## src/rtl/logic_unit_arbiter_pkg.sv

```systemverilog
// Shared definitions for the two-requester logical-unit arbiter:
// operation and buffer-state encodings plus operand/result widths.
package logic_unit_arbiter_pkg;

    typedef enum logic [1:0] {
        OP_AND = 2'b00,
        OP_OR  = 2'b01,
        OP_XOR = 2'b10,
        OP_NOT = 2'b11
    } op_e;

    typedef enum logic {
        S_EMPTY = 1'b0,
        S_FULL  = 1'b1
    } state_e;

    localparam int unsigned OPND_W = 4;
    localparam int unsigned Z_W    = 8;

    // Widen a nibble result to the 8-bit result bus.
    function automatic logic [Z_W-1:0] zext_nibble(input logic [OPND_W-1:0] v);
        return {4'h0, v};
    endfunction

endpackage

```

## src/rtl/logic_unit_arbiter_if.sv

```systemverilog
// Request/response bundle between the requesters, the consumer and the arbiter.
interface logic_unit_arbiter_if #(
    parameter int CNT_W = 8
) ();
    import logic_unit_arbiter_pkg::*;

    logic              req0_valid;
    logic [OPND_W-1:0] req0_x;
    logic [OPND_W-1:0] req0_y;
    logic [1:0]        req0_op;
    logic              req0_ready;
    logic              req1_valid;
    logic [OPND_W-1:0] req1_x;
    logic [OPND_W-1:0] req1_y;
    logic [1:0]        req1_op;
    logic              req1_ready;
    logic              rsp_valid;
    logic              rsp_ready;
    logic [Z_W-1:0]    rsp_z;
    logic              rsp_id;
    logic [CNT_W-1:0]  cnt0;
    logic [CNT_W-1:0]  cnt1;

    modport master (
        output req0_valid, req0_x, req0_y, req0_op,
        output req1_valid, req1_x, req1_y, req1_op,
        output rsp_ready,
        input  req0_ready, req1_ready, rsp_valid, rsp_z, rsp_id, cnt0, cnt1
    );

    modport slave (
        input  req0_valid, req0_x, req0_y, req0_op,
        input  req1_valid, req1_x, req1_y, req1_op,
        input  rsp_ready,
        output req0_ready, req1_ready, rsp_valid, rsp_z, rsp_id, cnt0, cnt1
    );
endinterface

```

## src/rtl/logic_unit_arbiter_units.sv

```systemverilog
// Datapath (logical + eightbitmux) and the two-way round-robin grant used by
// the arbiter top level.
module eightbitmux
    import logic_unit_arbiter_pkg::*;
(
    input  logic [Z_W-1:0] in0,
    input  logic [Z_W-1:0] in1,
    input  logic [Z_W-1:0] in2,
    input  logic [Z_W-1:0] in3,
    input  logic [1:0]     sel,
    output logic [Z_W-1:0] out
);
    // Select one of the four candidate results by operation code.
    always_comb begin
        out = 8'h00;
        case (sel)
            OP_AND:  out = in0;
            OP_OR:   out = in1;
            OP_XOR:  out = in2;
            OP_NOT:  out = in3;
            default: out = 8'h00;
        endcase
    end
endmodule

module logical
    import logic_unit_arbiter_pkg::*;
(
    input  logic [OPND_W-1:0] x,
    input  logic [OPND_W-1:0] y,
    input  logic [1:0]        op,
    output logic [Z_W-1:0]    z
);
    logic [Z_W-1:0] and_s;
    logic [Z_W-1:0] or_s;
    logic [Z_W-1:0] xor_s;
    logic [Z_W-1:0] not_s;

    assign and_s = zext_nibble(x & y);
    assign or_s  = zext_nibble(x | y);
    assign xor_s = zext_nibble(x ^ y);
    assign not_s = ~{y, x};

    eightbitmux u_mux (
        .in0 (and_s),
        .in1 (or_s),
        .in2 (xor_s),
        .in3 (not_s),
        .sel (op),
        .out (z)
    );
endmodule

module rr_arb2 #(
    parameter bit FAIR = 1'b1
) (
    input  logic       clk,
    input  logic       rst_n,
    input  logic [1:0] valid,
    input  logic       accept,
    output logic [1:0] grant
);
    logic last_grant_r;

    // One-hot grant; a tie goes to the requester that did not win last time.
    always_comb begin
        grant = 2'b00;
        case (valid)
            2'b01:   grant = 2'b01;
            2'b10:   grant = 2'b10;
            2'b11: begin
                if (FAIR) begin
                    grant = last_grant_r ? 2'b01 : 2'b10;
                end else begin
                    grant = 2'b01;
                end
            end
            default: grant = 2'b00;
        endcase
    end

    // Remember the winner only when the operation was actually taken.
    always_ff @(posedge clk or negedge rst_n) begin
        if (!rst_n) begin
            last_grant_r <= 1'b1;
        end else if (accept) begin
            last_grant_r <= grant[1];
        end else begin
            last_grant_r <= last_grant_r;
        end
    end
endmodule

```

## src/rtl/logic_unit_arbiter.sv

```systemverilog
// Two-requester arbiter around one logical unit with a one-entry registered
// output buffer and per-requester completion counters.
module logic_unit_arbiter
    import logic_unit_arbiter_pkg::*;
#(
    parameter int CNT_W = 8,
    parameter bit FAIR  = 1'b1
) (
    input  logic                 clk,
    input  logic                 reset_n,
    logic_unit_arbiter_if.slave  bus
);
    localparam logic [CNT_W-1:0] CNT_ONE = {{(CNT_W-1){1'b0}}, 1'b1};

    state_e            state_r;
    state_e            state_nxt_s;
    logic [1:0]        valid_s;
    logic [1:0]        grant_s;
    logic              can_accept_s;
    logic              accept_s;
    logic              complete_s;
    logic [OPND_W-1:0] x_s;
    logic [OPND_W-1:0] y_s;
    logic [1:0]        op_s;
    logic [Z_W-1:0]    z_s;
    logic [Z_W-1:0]    rsp_z_r;
    logic              rsp_id_r;
    logic [CNT_W-1:0]  cnt0_r;
    logic [CNT_W-1:0]  cnt1_r;

    assign valid_s      = {bus.req1_valid, bus.req0_valid};
    assign can_accept_s = (state_r == S_EMPTY) | bus.rsp_ready;
    assign accept_s     = can_accept_s & (|valid_s);
    assign complete_s   = (state_r == S_FULL) & bus.rsp_ready;

    assign bus.req0_ready = can_accept_s & bus.req0_valid & grant_s[0];
    assign bus.req1_ready = can_accept_s & bus.req1_valid & grant_s[1];
    assign bus.rsp_valid  = (state_r == S_FULL);
    assign bus.rsp_z      = rsp_z_r;
    assign bus.rsp_id     = rsp_id_r;
    assign bus.cnt0       = cnt0_r;
    assign bus.cnt1       = cnt1_r;

    rr_arb2 #(.FAIR(FAIR)) u_arb (
        .clk    (clk),
        .rst_n  (reset_n),
        .valid  (valid_s),
        .accept (accept_s),
        .grant  (grant_s)
    );

    // Operand mux; idle or invalid channels feed zeros so X never reaches z.
    always_comb begin
        x_s  = 4'h0;
        y_s  = 4'h0;
        op_s = 2'b00;
        case (grant_s)
            2'b01: begin
                x_s  = bus.req0_x;
                y_s  = bus.req0_y;
                op_s = bus.req0_op;
            end
            2'b10: begin
                x_s  = bus.req1_x;
                y_s  = bus.req1_y;
                op_s = bus.req1_op;
            end
            default: begin
                x_s  = 4'h0;
                y_s  = 4'h0;
                op_s = 2'b00;
            end
        endcase
    end

    logical u_logical (
        .x  (x_s),
        .y  (y_s),
        .op (op_s),
        .z  (z_s)
    );

    // Buffer occupancy: a new accept refills, a drain without refill empties.
    always_comb begin
        state_nxt_s = state_r;
        case (state_r)
            S_EMPTY: begin
                if (accept_s) begin
                    state_nxt_s = S_FULL;
                end else begin
                    state_nxt_s = S_EMPTY;
                end
            end
            S_FULL: begin
                if (bus.rsp_ready && !accept_s) begin
                    state_nxt_s = S_EMPTY;
                end else begin
                    state_nxt_s = S_FULL;
                end
            end
            default: state_nxt_s = S_EMPTY;
        endcase
    end

    // Buffer state register.
    always_ff @(posedge clk or negedge reset_n) begin
        if (!reset_n) begin
            state_r <= S_EMPTY;
        end else begin
            state_r <= state_nxt_s;
        end
    end

    // Result buffer captured on the accept edge; held otherwise.
    always_ff @(posedge clk or negedge reset_n) begin
        if (!reset_n) begin
            rsp_z_r  <= 8'h00;
            rsp_id_r <= 1'b0;
        end else if (accept_s) begin
            rsp_z_r  <= z_s;
            rsp_id_r <= grant_s[1];
        end else begin
            rsp_z_r  <= rsp_z_r;
            rsp_id_r <= rsp_id_r;
        end
    end

    // Completion counters, wrapping naturally at 2**CNT_W.
    always_ff @(posedge clk or negedge reset_n) begin
        if (!reset_n) begin
            cnt0_r <= {CNT_W{1'b0}};
            cnt1_r <= {CNT_W{1'b0}};
        end else if (complete_s) begin
            cnt0_r <= rsp_id_r ? cnt0_r : cnt0_r + CNT_ONE;
            cnt1_r <= rsp_id_r ? cnt1_r + CNT_ONE : cnt1_r;
        end else begin
            cnt0_r <= cnt0_r;
            cnt1_r <= cnt1_r;
        end
    end
endmodule

```

## src/flat_wrapper.sv

```systemverilog
// flat-port wrapper written by rule: the top's interface ports become plain ports
module logic_unit_arbiter_flat import logic_unit_arbiter_pkg::*;
#(
    parameter int CNT_W = 8,
    parameter bit FAIR  = 1'b1
)
  (clk, reset_n, bus_req0_valid, bus_req0_x, bus_req0_y, bus_req0_op, bus_req1_valid, bus_req1_x, bus_req1_y, bus_req1_op, bus_rsp_ready, bus_req0_ready, bus_req1_ready, bus_rsp_valid, bus_rsp_z, bus_rsp_id, bus_cnt0, bus_cnt1);
  logic_unit_arbiter_if #(.CNT_W(CNT_W)) bus_i ();
  input  logic clk;
  input  logic reset_n;
  input wire logic [$bits(bus_i.req0_valid)-1:0] bus_req0_valid;
  input wire logic [$bits(bus_i.req0_x)-1:0] bus_req0_x;
  input wire logic [$bits(bus_i.req0_y)-1:0] bus_req0_y;
  input wire logic [$bits(bus_i.req0_op)-1:0] bus_req0_op;
  input wire logic [$bits(bus_i.req1_valid)-1:0] bus_req1_valid;
  input wire logic [$bits(bus_i.req1_x)-1:0] bus_req1_x;
  input wire logic [$bits(bus_i.req1_y)-1:0] bus_req1_y;
  input wire logic [$bits(bus_i.req1_op)-1:0] bus_req1_op;
  input wire logic [$bits(bus_i.rsp_ready)-1:0] bus_rsp_ready;
  output wire logic [$bits(bus_i.req0_ready)-1:0] bus_req0_ready;
  output wire logic [$bits(bus_i.req1_ready)-1:0] bus_req1_ready;
  output wire logic [$bits(bus_i.rsp_valid)-1:0] bus_rsp_valid;
  output wire logic [$bits(bus_i.rsp_z)-1:0] bus_rsp_z;
  output wire logic [$bits(bus_i.rsp_id)-1:0] bus_rsp_id;
  output wire logic [$bits(bus_i.cnt0)-1:0] bus_cnt0;
  output wire logic [$bits(bus_i.cnt1)-1:0] bus_cnt1;
  assign bus_i.req0_valid = bus_req0_valid;
  assign bus_i.req0_x = bus_req0_x;
  assign bus_i.req0_y = bus_req0_y;
  assign bus_i.req0_op = bus_req0_op;
  assign bus_i.req1_valid = bus_req1_valid;
  assign bus_i.req1_x = bus_req1_x;
  assign bus_i.req1_y = bus_req1_y;
  assign bus_i.req1_op = bus_req1_op;
  assign bus_i.rsp_ready = bus_rsp_ready;
  assign bus_req0_ready = bus_i.req0_ready;
  assign bus_req1_ready = bus_i.req1_ready;
  assign bus_rsp_valid = bus_i.rsp_valid;
  assign bus_rsp_z = bus_i.rsp_z;
  assign bus_rsp_id = bus_i.rsp_id;
  assign bus_cnt0 = bus_i.cnt0;
  assign bus_cnt1 = bus_i.cnt1;
  logic_unit_arbiter #(.CNT_W(CNT_W), .FAIR(FAIR)) u_core (.clk(clk), .reset_n(reset_n), .bus(bus_i));
endmodule
```

## config.mk

```make
export PLATFORM = sky130hd
export DESIGN_NAME = logic_unit_arbiter_flat
export DESIGN_NICKNAME = d
export VERILOG_FILES = /design/src/rtl/logic_unit_arbiter_pkg.sv /design/src/rtl/logic_unit_arbiter_if.sv /design/src/rtl/logic_unit_arbiter_units.sv /design/src/rtl/logic_unit_arbiter.sv /design/src/flat_wrapper.sv
export SDC_FILE = /design/constraint.sdc
export NUM_CORES = 1
export LEC_CHECK = 0
export BUFFER_PORTS_ARGS = -buffer_cell sky130_fd_sc_hd__buf_2
export CAP_MARGIN = 20
export CELL_PAD_IN_SITES_DETAIL_PLACEMENT = 1
export CELL_PAD_IN_SITES_GLOBAL_PLACEMENT = 2
export CORE_MARGIN = 4
export CORE_UTILIZATION = 30
export CTS_BUF_LIST = sky130_fd_sc_hd__clkbuf_16
export DETAILED_ROUTE_END_ITERATION = 8
export GPL_ROUTABILITY_DRIVEN = 0
export MAX_ROUTING_LAYER = met4
export PLACE_DENSITY_LB_ADDON = 0.1
export SLEW_MARGIN = 20
export SYNTH_ARGS = -nofsm -noshare
export SYNTH_HDL_FRONTEND = slang
export SYNTH_SLANG_ARGS = --single-unit
```

## constraint.sdc

```tcl
create_clock -name clk -period 2.75 [get_ports clk]
set_input_delay 0 -clock clk [delete_from_list [all_inputs] [get_ports clk]]
set_output_delay 0 -clock clk [all_outputs]
set_load 0.1 [all_outputs]
```

After elaboration in Yosys (flattened, before gate mapping):

Cells that the tools add are included.

* register bits: 27
* output and inout port bits: 28
* word-level logic and storage cells: 44

* add/sub/neg operators: 2
* eq/ne operators: 8
* muxes and demuxes: 9
* bitwise gates (word level): 13
* reductions and logical operators: 6

Operators with widths (number)
* 8-bit one-hot mux with 4 select lines: 1
* 8-bit by 1-bit adder with 8-bit output (second input constant): 2
* 4-bit one-hot mux with 2 select lines: 2
* 2-bit == test (second input constant): 5
* 8-bit inverter: 1
* 1-bit AND: 6
* 2-bit by 1-bit == test with 1-bit output (second input constant): 3
* 2-bit one-hot mux with 3 select lines: 1
* 4-bit AND: 1
* 4-bit OR: 1
* 2-bit one-hot mux with 2 select lines: 1
* 2-bit AND reduction: 2
* 4-bit XOR: 1
* 2-bit logical NOT: 1
* 1-bit 2-to-1 mux: 2
* 2-bit 2-to-1 mux: 1
* 1-bit inverter: 2
* 1-bit one-hot mux with 2 select lines: 1
* 2-bit OR reduction: 1
* 1-bit logical AND: 1
* 1-bit logical NOT: 1
* 1-bit OR: 1

Depth between registers and ports, before layout:

Gate-level depths: netlist (run 1).

* word-level depth: 7
* depth in mapped cells: 12
* depth with buffers taken out: 11

Modules after synthesis:

Synthesis (run 1) repeated with hierarchy kept, for this count alone.

* cells, all modules: 147
* area, all modules: 1702.9 µm²

By module, submodules not included
* logic_unit_arbiter: times used 1, cells each 111, area an instance 1293.7 µm², seq. area each 650.6 µm²
* eightbitmux: times used 1, cells each 10, area an instance 196.4 µm², seq. area each 0.0 µm²
* logical: times used 1, cells each 21, area an instance 148.9 µm², seq. area each 0.0 µm²
* rr_arb2: times used 1, cells each 5, area an instance 63.8 µm², seq. area each 26.3 µm²

Least setup slack after synthesis (run 1):

Ideal clock, no wire load.

* kind: register to register
* from: register u_core.u_arb.last_grant_r
* to: register u_core.rsp_z_r[0] (netlist: u_core.bus.rsp_z[0])
* library setup time: 0.131 ns
* data arrival time: 2.280 ns
* required time: 2.619 ns
* slack: 0.339 ns
* stages on the path, launching flop included: 11
* period minus slack after synthesis: 2.411 ns
* path through: dfstp_2 > o21ai_0 > inv_1 > ha_1 > clkbuf_1 > or2_2 > inv_1 > ha_1 > mux2_2 > a22oi_1 > o31ai_1

* word-level cells in the longest chain between the ends: 6
* elaborated cells between the ends (all ways): 16
* those cells by class: eq/ne: 5; mux: 6; bitwise: 4; reduce/logical: 1

Ends and longest elaborated chain
* start, declared: RTL line logic_unit_arbiter_units.sv:63 `logic last_grant_r;`
* start signal, assigned: RTL line logic_unit_arbiter_units.sv:87 `last_grant_r <= grant[1];`
* start signal, assigned: RTL line logic_unit_arbiter_units.sv:89 `last_grant_r <= last_grant_r;`
* 2-bit 2-to-1 mux *: RTL line logic_unit_arbiter_units.sv:73 `grant = last_grant_r ? 2'b01 : 2'b10;`
* 2-bit one-hot mux with 3 select lines *: RTL line logic_unit_arbiter_units.sv:68 `case (valid)`
* 2-bit == test / 2-bit by 1-bit == test with 1-bit output (equally long branches): RTL line logic_unit_arbiter.sv:57 `case (grant_s)`
* 2-bit one-hot mux with 2 select lines / 4-bit one-hot mux with 2 select lines (equally long branches): RTL line logic_unit_arbiter.sv:57
* 2-bit == test, or another cell as far along: RTL line logic_unit_arbiter_units.sv:16 `case (sel)`
* 8-bit one-hot mux with 4 select lines *: RTL line logic_unit_arbiter_units.sv:16
* end signal, assigned: RTL line logic_unit_arbiter.sv:120 `rsp_z_r <= z_s;`
* end signal, assigned: RTL line logic_unit_arbiter.sv:123 `rsp_z_r <= rsp_z_r;`
* end, declared: RTL line logic_unit_arbiter.sv:26 `logic [Z_W-1:0] rsp_z_r;`

Every way passes the cells marked *; elsewhere a longest branch is shown, timed or not.
A chain may end at the register's enable or synchronous reset.

Worst setup path after layout (run 1):

* from: register u_core.u_arb.last_grant_r
* to: register u_core.rsp_z_r[3] (netlist: u_core.bus.rsp_z[3])

The elaborated chain is that of the path after synthesis.

==> metrics, run 1 <==
status completed; Yosys top cell area share 41.2%; CP delay by family, top compound AO/OA/AOI/OAI gates; HPWL Detailed about 3.2 mm; H-tree lvl count 1; input/output buffers 52; Hold Path Depth 3; Post-Syn Area per Cell roughly 11 sq um; DRT Wirelength roughly 4.1 mm; worst slew pin tran 0.680 ns; layout cells sized above 1 a little under two fifths; Starting Density 30.9%; Worst R2R End u_core.bus.rsp_z[3]; GR Overflow Total 0; Core ar. 5110 sq um; CTS tree yes; Clk pwr share 16.1%; CTS Buffer Depth 2; Final ANT Viol Nets 0; highest clock rate between 400 and 500 MHz; largest net degree at the start of global routing 28; CP peak stage delay approximately 0.54 ns; Routed WL per cell 14.9 um; simple-gate share of the synthesized area roughly 15%; Static Leak 1.08 nW; Die Y-Extent 80.5 um; DIE AREA roughly 6500 sq um; vias in the first global route between 1k and 1.5k; post-synthesis net count approximately 180; Synth Cell Area between 1500 and 2000 sq um; io pins 53; CP cell instances o21ai_0 -> buf_4 -> ha_1 -> buf_4 -> a22oi_1 -> or2_2 -> inv_1 -> ha_1 -> mux2i_1 -> and2_1 -> a221oi_1; CP Max Fanout 9; Worst path slowest cell dfstp_2; DRC Markers 0; Worst Hold End u_core.bus.rsp_valid; # fillers slightly above 600; relative slew slack 54.7%; CP Capture Type flop; Post-synth ARST share 100%; Post-synth EDFFs 0; minimum clock period 2.47 ns; Rows 26; Net Sw Frac 55.5%; clk_lat worst skew 0.26 ns; Mapped Cells about 150; WS Path Type flop to flop; internal power 901 uW; final setup TNS 0 ns; Setup Fix Bufs, Post-CTS 0; combinational share of power 54.5%; Primary FF master, synth dfrtp_1; NetSw 1.13 mW; synth cell count leaders dfrtp_1 (26), ha_1 (12), inv_1 (11); Synth warnings 0; Post-Synth Adder-Cell Area 9.52%; # nets final ~240; DR iter-0 viols 42; Yosys cell types 39; CP Data Required Time 2.90 ns; synth top area cells dfrtp_1 (41%), ha_1 (9.5%), xnor2_1 (5.0%); clock-pin slew of the registers on the worst-case setup and hold paths roughly 0.070 ns; Layout area overhead 27.4%; Synth area leader dfrtp_1; Core Util, Final between 30% and 40%; sequential fraction of the synthesis area a little over two fifths; max_cap viols 0; worst hold slack 0.0258 ns; fin. max-slew vios 0; Final Skew 0.00193 ns; R2R depth 11; CTS Sinks 27; first-pass GRT wire length 6.73 mm; Final Hold Viols 0; Yosys reg bits 27; worst vdd ir a little over 500 uV; post-synthesis mux area share 5.95%; initial antenna violation count 0; CTS buffer count 3; count leader, synth dfrtp_1; pwr dens just over 1000 nW/um^2; xor/xnor share of the synthesized area a little under 8%; vias per std cell 4.72; CTS root buf clkbuf_16; chip width 80.5 um; Worst Setup Start Kind flop; final setup fails 0; R2R Path Start u_core.u_arb.last_grant_r; worst path bufs/invs 3; Seq pwr share roughly 29%; Via Count between 1k and 1.5k; main combinational cell family by area after synthesis simple AND/OR/NAND/NOR gates; final worst path period share 89.9%; HP Start bus_req0_valid; Synth Area in Compound Gates 14.0%; ANT cells 0; gr usage total between 10 and 15%; TritonRoute pass-1 iters 4; CP arrival about 2.6 ns; FF-to-FF setup slack about 0.28 ns; RSZ-0062 raised after global routing false; Tightest Hold Check Type primary input to flop
metal layers:
metal | share of wire, % | track usage, %
met1 | 46 | 17.5
met2 | 49 | 22.4
met3 | 4.1 | 1.91
met4 | 1.3 | 4.73
met5 | 0 | -
worst reg2reg max path: stages, from the launching register on:
cell and delay [ns]:
dfstp_2 0.54, o21ai_0 0.11, buf_4 0.16, ha_1 0.19, buf_4 0.18, a22oi_1 0.25
or2_2 0.18, inv_1 0.04, ha_1 0.26, mux2i_1 0.07, and2_1 0.17, a221oi_1 0.23
logic make-up (layout without fill, tap and decap cells):
kind of cell	count (synthesis)	count (layout)
AND/OR/NAND/NOR	41	41
AO/OA/AOI/OAI	26	26
multiplexers	9	9
adder cells (fa/ha/maj)	12	12
flip-flops	27	27
buffers and inverters	16	72
XOR/XNOR	14	14
layout by cell type (no fill, tap or decap), types with 2 or more instances in the layout:
| master | netlist | routed |
|---|---|---|
| and2_1 | 2 | 2 |
| o21ai_0 | 2 | 2 |
| dfrtp_1 | 26 | 26 |
| and3_1 | 2 | 2 |
| a21o_1 | 2 | 2 |
| buf_2 | 1 | 52 |
| nor2_1 | 9 | 9 |
| xnor2_1 | 9 | 9 |
| mux2i_1 | 6 | 6 |
| xor2_1 | 5 | 5 |
| nand2_1 | 6 | 6 |
| or2_2 | 4 | 4 |
| nand4_1 | 3 | 3 |
| ha_1 | 12 | 11 |
| a22oi_1 | 9 | 9 |
| a221oi_1 | 3 | 3 |
| mux2_2 | 3 | 3 |
| inv_1 | 11 | 12 |
| clkbuf_16 | 0 | 3 |
| nand3_1 | 6 | 6 |
| buf_4 | 0 | 4 |
| a22o_1 | 4 | 4 |
stage by stage:
step,setup slack [ns],cells,instance area (sq um),power (mW)
final,0.278,271,2010,2.03
after global routing,0.0921,271,2010,2.14
after CTS,0.164,271,2010,2.05
after detailed placement,0.175,266,1920,1.72
after global placement,0.259,266,1920,1.70
after floorplan,0.339,145,1580,1.51
worst max-delay path by stage:
| stage | cells past startpoint | endpoint | from |
|---|---|---|---|
| 6_report | 11 | u_core.bus.rsp_z[3] | u_core.u_arb.last_grant_r |
| 5_1_grt | 11 | u_core.bus.rsp_z[1] | u_core.u_arb.last_grant_r |
| 4_1_cts | 10 | u_core.bus.rsp_z[0] | u_core.u_arb.last_grant_r |
| 3_5_place_dp | 10 | u_core.bus.rsp_z[0] | u_core.u_arb.last_grant_r |
| 3_3_place_gp | 10 | u_core.bus.rsp_z[0] | u_core.u_arb.last_grant_r |
| 2_1_floorplan | 10 | u_core.bus.rsp_z[0] | u_core.u_arb.last_grant_r |
flip-flops by register name, indices dropped and copies added, names as in the netlist:
register                   count
u_core.bus.rsp_valid           1
u_core.u_arb.last_grant_r      1
u_core.bus.cnt1                8
u_core.bus.cnt0                8
u_core.bus.rsp_id              1
u_core.bus.rsp_z               8
power by group through the flow:
stage	clock network, mW	registers [mW]	logic, mW
6_report	0.326	0.596	1.10
5_1_grt	0.358	0.618	1.16
4_1_cts	0.339	0.600	1.12
3_5_place_dp	0	0.607	1.11
3_3_place_gp	0	0.602	1.10
2_1_floorplan	0	1.28	0.231
timing repair:
item | CTS | global route
endpoints found under the hold margin | 26 | 0
hold buffers | 1 | 0
resized for setup | 0 | 1
setup endpoints to repair | 0 | 1
final cells by class:
type / instances / area, sq um / area share [%]
clock buffer: 3 / 75.1 / 3.73
clock inverter: 1 / 3.75 / 0.187
inverter: 11 / 41.3 / 2.05
multi-input combinational: 102 / 826 / 41.1
sequential: 27 / 677 / 33.7
tap: 70 / 87.6 / 4.36
timing repair buffer: 57 / 300 / 14.9
(Power assumes the default switching activity.)
==> inputs of run 2 (changes only) <==
ABC_AREA = 1   (was default)
CORE_MARGIN = 2   (was 4)
CORE_UTILIZATION = 29   (was 30)
==> run 2 against run 1 <==
Against the previous run:
- register-to-register slack better by 0.14 ns
- first-iteration DRC count is 48% lower
- utilization is 2.3 points lower
- combinational power hardly changed
- highest routed layer unchanged
- clock skew is 0.00050 ns higher
- count of clock-buffer cells in the layout stayed put
- clock power is 3% higher
- critical path type unchanged
==> metrics, run 2 <==
WS Path Type flop to flop; DIE AREA 6880 sq um (+6.2%); ANT cells 0 (unchanged); Post-Syn Area per Cell 7.76 sq um (-29%); synth top area cells dfrtp_1 (36%), nand2_1 (14%), inv_1 (8.9%); Post-synth EDFFs 0 (unchanged); chip width 83.0 um (+3.0%); CTS tree yes; first-pass GRT wire length 7.53 mm (+12%); Layout area overhead 22.8%; max_cap viols 0 (unchanged); Mapped Cells 233 (+61%); Via Count 1576 (+23%); CP arrival 2.48 ns (-0.14 ns); Primary FF master, synth dfrtp_1; commonest non-fill, non-tap cell in the layout nand2_1; post-synthesis net count 270 (+48%); Core ar. 5990 sq um (+17%); clock-pin slew of the registers on the worst-case setup and hold paths 0.07 ns (about the same); RSZ-0062 raised after global routing false; pre-CTS WS 0.368 ns (+0.193 ns); final worst slack 0.421 ns (+0.143 ns); sequential fraction of the synthesis area 37.4% (-5.5 points); CP Data Required Time 2.90 ns (about the same); CTS buffer count 3 (unchanged); input/output buffers 52 (unchanged); Post-synth ARST share 100% (unchanged); # fillers 762 (+26%); final setup fails 0 (unchanged); Yosys cell types 27 (-31%); multi-input logic area 935 sq um (+13%); vias per std cell 4.37 (-7.4%); # nets final 324 (+36%); Worst Setup Start Kind flop; fin cells 361 (+33%); CP Max Fanout 10 (+1); Tightest Hold Check Type primary input to flop; Yosys reg bits 27 (unchanged); commonest cells after routing, fill and taps aside nand2_1 (66), buf_2 (52), inv_1 (43); DR iter-0 viols 22 (-48%); largest net degree at the start of global routing 28 (unchanged); Synth area leader dfrtp_1; CP Capture Type flop; highest clock rate 429 MHz (+6.2%); final worst path period share 84.7% (-5.2 points); Rows 28 (+7.7%); CTS Buffer Depth 2 (unchanged); dpl cells 356 (+34%); Synth warnings 0 (unchanged); HPWL Detailed 3.43 mm (+5.8%); io pins 53 (unchanged); minimum clock period 2.33 ns (-0.143 ns); Final Skew 0.00243 ns (+0.000500 ns); gr usage total 13.5% (-0.21 points); Starting Density 30.2% (-0.71 points); Routed WL per cell 12.0 um (-20%); final setup TNS 0 ns (unchanged); GR Overflow Total 0 (unchanged); Final ANT Viol Nets 0 (unchanged); Final Hold Viols 0 (unchanged); CTS root buf clkbuf_16; H-tree lvl count 1 (unchanged); relative slew slack 57.5% (+2.8 points); DRC Markers 0 (unchanged); Synth Cell Area 1810 sq um (+15%); Static Leak 1.27 nW (+18%); worst vdd ir 837 uV (+64%); layout cells sized above 1 25.9% (-11 points); Setup Fix Bufs, Post-CTS 0 (unchanged); status completed; CTS Sinks 27 (unchanged); clk_lat worst skew 0.26 ns (about the same); synth cell count leaders nand2_1 (66), inv_1 (43), dfrtp_1 (26), nor2_1 (13), ha_1 (12); worst slew pin tran 0.637 ns (-0.0423 ns); TritonRoute pass-1 iters 4 (unchanged); FF-to-FF setup slack 0.42 ns (+0.14 ns); initial antenna violation count 0 (unchanged); Yosys top cell area share 36.0% (-5.3 points); DRT Wirelength 4.32 mm (+6.5%); flip-flop and latch area 677 sq um (unchanged); worst hold slack 0.00718 ns (-0.0187 ns); fin. max-slew vios 0 (unchanged); count leader, synth nand2_1; pwr dens 911 nW/um^2 (-9.6%); Die Y-Extent 83.0 um (+3.0%); Pwr Total 2.02 mW (-0.14%); vias in the first global route 1593 (+13%)
==> run 2: changes by cell type after synthesis, sizes merged, moves of 6 or more <==
cell	delta
a22oi	-11
inv	+33
mux2i	-6
nand2	+64
nand3	+9
nand3b	+6
nor2	+11
xnor2	-6
==> run 2: area by class of cell <==
cell class                 instances  area share [%]
timing repair buffer              53            12.2
tap                               75            4.23
sequential                        27            30.5
clock buffer                       3            3.38
clock inverter                     1           0.225
inverter                          44            7.44
multi-input combinational        158            42.1
==> run 2: routing by layer <==
metal	GRT usage [%]	share of wire, %	up-vias
li1	-	-	824
met1	17.9	49	710
met2	22.3	47	38
met3	0.994	4.0	4
met4	4.02	0.76	0
met5	-	0	-
==> run 2: per-stage QoR <==
| step | instance area [sq um] | util (%) |
|---|---|---|
| after detailed placement | 2130 | 35.6 |
| after global placement | 2130 | 35.6 |
| after CTS | 2220 | 37.1 |
| final | 2220 | 37.1 |
| after floorplan | 1810 | - |
| after global routing | 2220 | 37.1 |
==> run 2: final timing paths <==
kind / from / end / cells after the start
max: u_core.u_arb.last_grant_r / u_core.bus.rsp_z[1] / 13
min in group asynchronous: reset_n / u_core.bus.cnt1[7] / 2
min reg2reg: u_core.bus.rsp_z[0] / u_core.bus.rsp_z[0] / 2
min: bus_req0_valid / u_core.bus.rsp_valid / 3
max in group asynchronous: reset_n / u_core.bus.cnt1[4] / 2
max reg2reg: u_core.u_arb.last_grant_r / u_core.bus.rsp_z[1] / 13
==> run 2: cells by family after synthesis <==
kind of cell             count (synthesis)  share of synthesized area [%]
adder cells (fa/ha/maj)                 12                           8.30
flip-flops                              27                           37.4
buffers and inverters                   48                           10.9
XOR/XNOR                                11                           5.33
AND/OR/NAND/NOR                        122                           33.6
AO/OA/AOI/OAI                           13                           4.43
==> run 2: what timing repair did <==
action,4_1_cts,5_1_grt
resized for setup,0,0
hold endpoints to repair,26,0
hold buffers,1,0
==> run 2: critical path, cell delays in order, from the launching register on <==
cell     delay [ns]
dfstp_2        0.52
inv_1          0.04
a21oi_1        0.22
nor2_1         0.11
inv_1          0.07
ha_1           0.35
a22o_1         0.19
inv_1          0.05
nor2_1         0.13
ha_1           0.25
nand4_1        0.09
nand3_1        0.08
nand2_1        0.06
nand2_1        0.05
==> run 2: power breakdown <==
part / switching (mW) / total (mW) / internal, mW
logic: 0.910 / 1.10 / 0.190
clock network: 0.139 / 0.336 / 0.196
registers: 0.0985 / 0.587 / 0.488
total: 1.15 / 2.02 / 0.875
==> inputs of run 3 (changes only) <==
CORE_UTILIZATION = 26   (was 29)
clock period = 2 ns   (was 2.75 ns; I/O delays follow)
==> run 3 against run 2 <==
Against the previous run:
- the run now ends with negative setup slack left
- power increased by 42%
- die area rose by 11%
- via count up 4.0%
- critical path depth up 1
- combinational power up 47%
- worst hold slack better by 0.0086 ns
- clock power up 36%
- register-to-register slack lost 0.51 ns
- flip-flop and latch count unchanged
- sequential share of layout area fell by 3.0 points
- utilization decreased by 0.63 points
- clock skew hardly changed
- highest routed layer unchanged
==> metrics, run 3 (synthesis results as in run 2) <==
R2R Path Start u_core.u_arb.last_grant_r; worst slew pin tran 0.625 ns (-0.0123 ns); DR iter-0 viols 40 (+82%); status finished, violations left; chip width 87.4 um (+5.3%); max_cap viols 0 (unchanged); clock-pin slew of the registers on the worst-case setup and hold paths 0.07 ns (about the same); vias per std cell 4.28 (-2.0%); CP Data Required Time 2.16 ns (-0.74 ns); Worst Setup Start Kind flop; HP Start bus_rsp_ready; commonest cells after routing, fill and taps aside nand2_1 (66), buf_2 (52), inv_1 (40); highest clock rate 480 MHz (+12%); commonest non-fill, non-tap cell in the layout nand2_1; GR Overflow Total 0 (unchanged); WS Path Type flop to flop; gr usage total 13.1% (-0.45 points); Static Leak 1.37 nW (+7.4%); Tightest Hold Check Type primary input to flop; worst vdd ir 254 uV (-70%); Finished Cell Area 2460 sq um (+11%); minimum clock period 2.08 ns (-0.244 ns); Rows 30 (+7.1%); CTS Buffer Depth 2 (unchanged); clk_lat worst skew 0.26 ns (about the same); CTS tree yes; fin. max-slew vios 0 (unchanged); final setup fails 4 (+4); final worst slack -0.0843 ns (-0.506 ns); HPWL Detailed 3.58 mm (+4.2%); TritonRoute pass-1 iters 4 (unchanged); DRT Wirelength 4.49 mm (+4.1%); CTS Sinks 27 (unchanged); largest net degree at the start of global routing 28 (unchanged); CP Capture Type flop; io pins 53 (unchanged); Final ANT Viol Nets 0 (unchanged); fin cells 383 (+6.1%); Die Y-Extent 87.4 um (+5.3%); worst setup path startpoint u_core.u_arb.last_grant_r; CP Max Fanout 5 (-5); Final Hold Viols 0 (unchanged); H-tree lvl count 1 (unchanged); Starting Density 26.8% (-3.4 points); Routed WL per cell 11.7 um (-1.9%); Layout area overhead 36.2%; CTS root buf clkbuf_16; RSZ-0062 raised after global routing true; ANT cells 0 (unchanged); vias in the first global route 1723 (+8.2%); Area after DPL 2270 sq um (+6.3%); input/output buffers 52 (unchanged); DIE AREA 7640 sq um (+11%); CP arrival 2.24 ns (-0.24 ns); CTS buffer count 3 (unchanged); first-pass GRT wire length 7.84 mm (+4.1%); Via Count 1639 (+4.0%); relative slew slack 58.3% (+0.82 points); Final Skew 0.00204 ns (-0.000393 ns); Core ar. 6760 sq um (+13%); final worst path period share 104% (+20 points); # nets final 341 (+5.2%); DRC Markers 0 (unchanged); Pwr Total 2.88 mW (+42%); initial antenna violation count 0 (unchanged); pwr dens 1170 nW/um^2 (+28%); dpl cells 375 (+5.3%); layout cells sized above 1 34.7% (+8.8 points); failing checks negative setup slack; FF-to-FF setup slack -0.08 ns (-0.51 ns)
==> run 3: cell types whose count changed in the layout (fill, tap and decap cells not counted), sizes merged <==
cell,delta
buf,+17
clkinv,-1
inv,+1
==> run 3: per-layer routing <==
layer  wire (um)  vias to the layer above  global-route usage, %
met2        2140                       38                   22.3
met4          63                        0                   4.62
li1            -                      868                      -
met1        2170                      729                   16.3
met3         113                        4                  0.948
met5           0                        -                      -
==> run 3: through the flow <==
stage | setup slack [ns] | utilization [%] | hold WS [ns] | setup TNS (ns)
floorplan | 0.00420 | - | -0.296 | 0
global placement | -0.152 | 33.5 | 0.0686 | -0.445
detailed placement | -0.166 | 33.5 | 0.0624 | -0.594
CTS | -0.0815 | 36.3 | 0.0232 | -0.269
global route | -0.260 | 36.4 | 0.0329 | -0.938
finish | -0.0843 | 36.4 | 0.0158 | -0.258
==> run 3: final timing paths <==
kind                                         to  cells after the start
max in group asynchronous   u_core.bus.rsp_z[6]                      2
min in group asynchronous    u_core.bus.cnt1[7]                      2
max                         u_core.bus.rsp_z[0]                     14
max reg2reg                 u_core.bus.rsp_z[0]                     14
min reg2reg                 u_core.bus.rsp_z[5]                      2
min                        u_core.bus.rsp_valid                      2
==> run 3: timing repair <==
item / 4_1_cts / 5_1_grt
gates cloned: 1 / 0
resized for setup: 17 / 2
endpoints found under the hold margin: 26 / 0
buffers inserted: 2 / 0
pin swaps: 2 / 0
endpoints found under the setup margin: 8 / 8
hold buffers: 1 / 0
==> run 3: layout make-up <==
class	count	area, sq um
Multi-Input combinational cell	158	1010
Fill cell	857	4290
Sequential cell	27	677
Clock inverter	1	3.75
Timing Repair Buffer	70	430
Clock buffer	3	75.1
Tap cell	80	100
Inverter	44	165
==> run 3: where the power goes <==
group          leakage, nW  internal (mW)  switching (mW)
sequential           0.338          0.672           0.136
combinational        0.988          0.334            1.28
clock               0.0423          0.268           0.190
total                 1.37           1.27            1.61
==> run 3: worst max-delay path: stages, from the launching register on <==
cell     delay (ns)
dfstp_2        0.53
inv_2          0.05
a21oi_4        0.16
nor2_4         0.07
inv_2          0.08
ha_4           0.18
buf_12         0.11
a22o_1         0.13
inv_2          0.05
nor2_2         0.12
ha_1           0.24
nand4_1        0.07
nand3_1        0.08
nand2_1        0.07
nand2_1        0.04
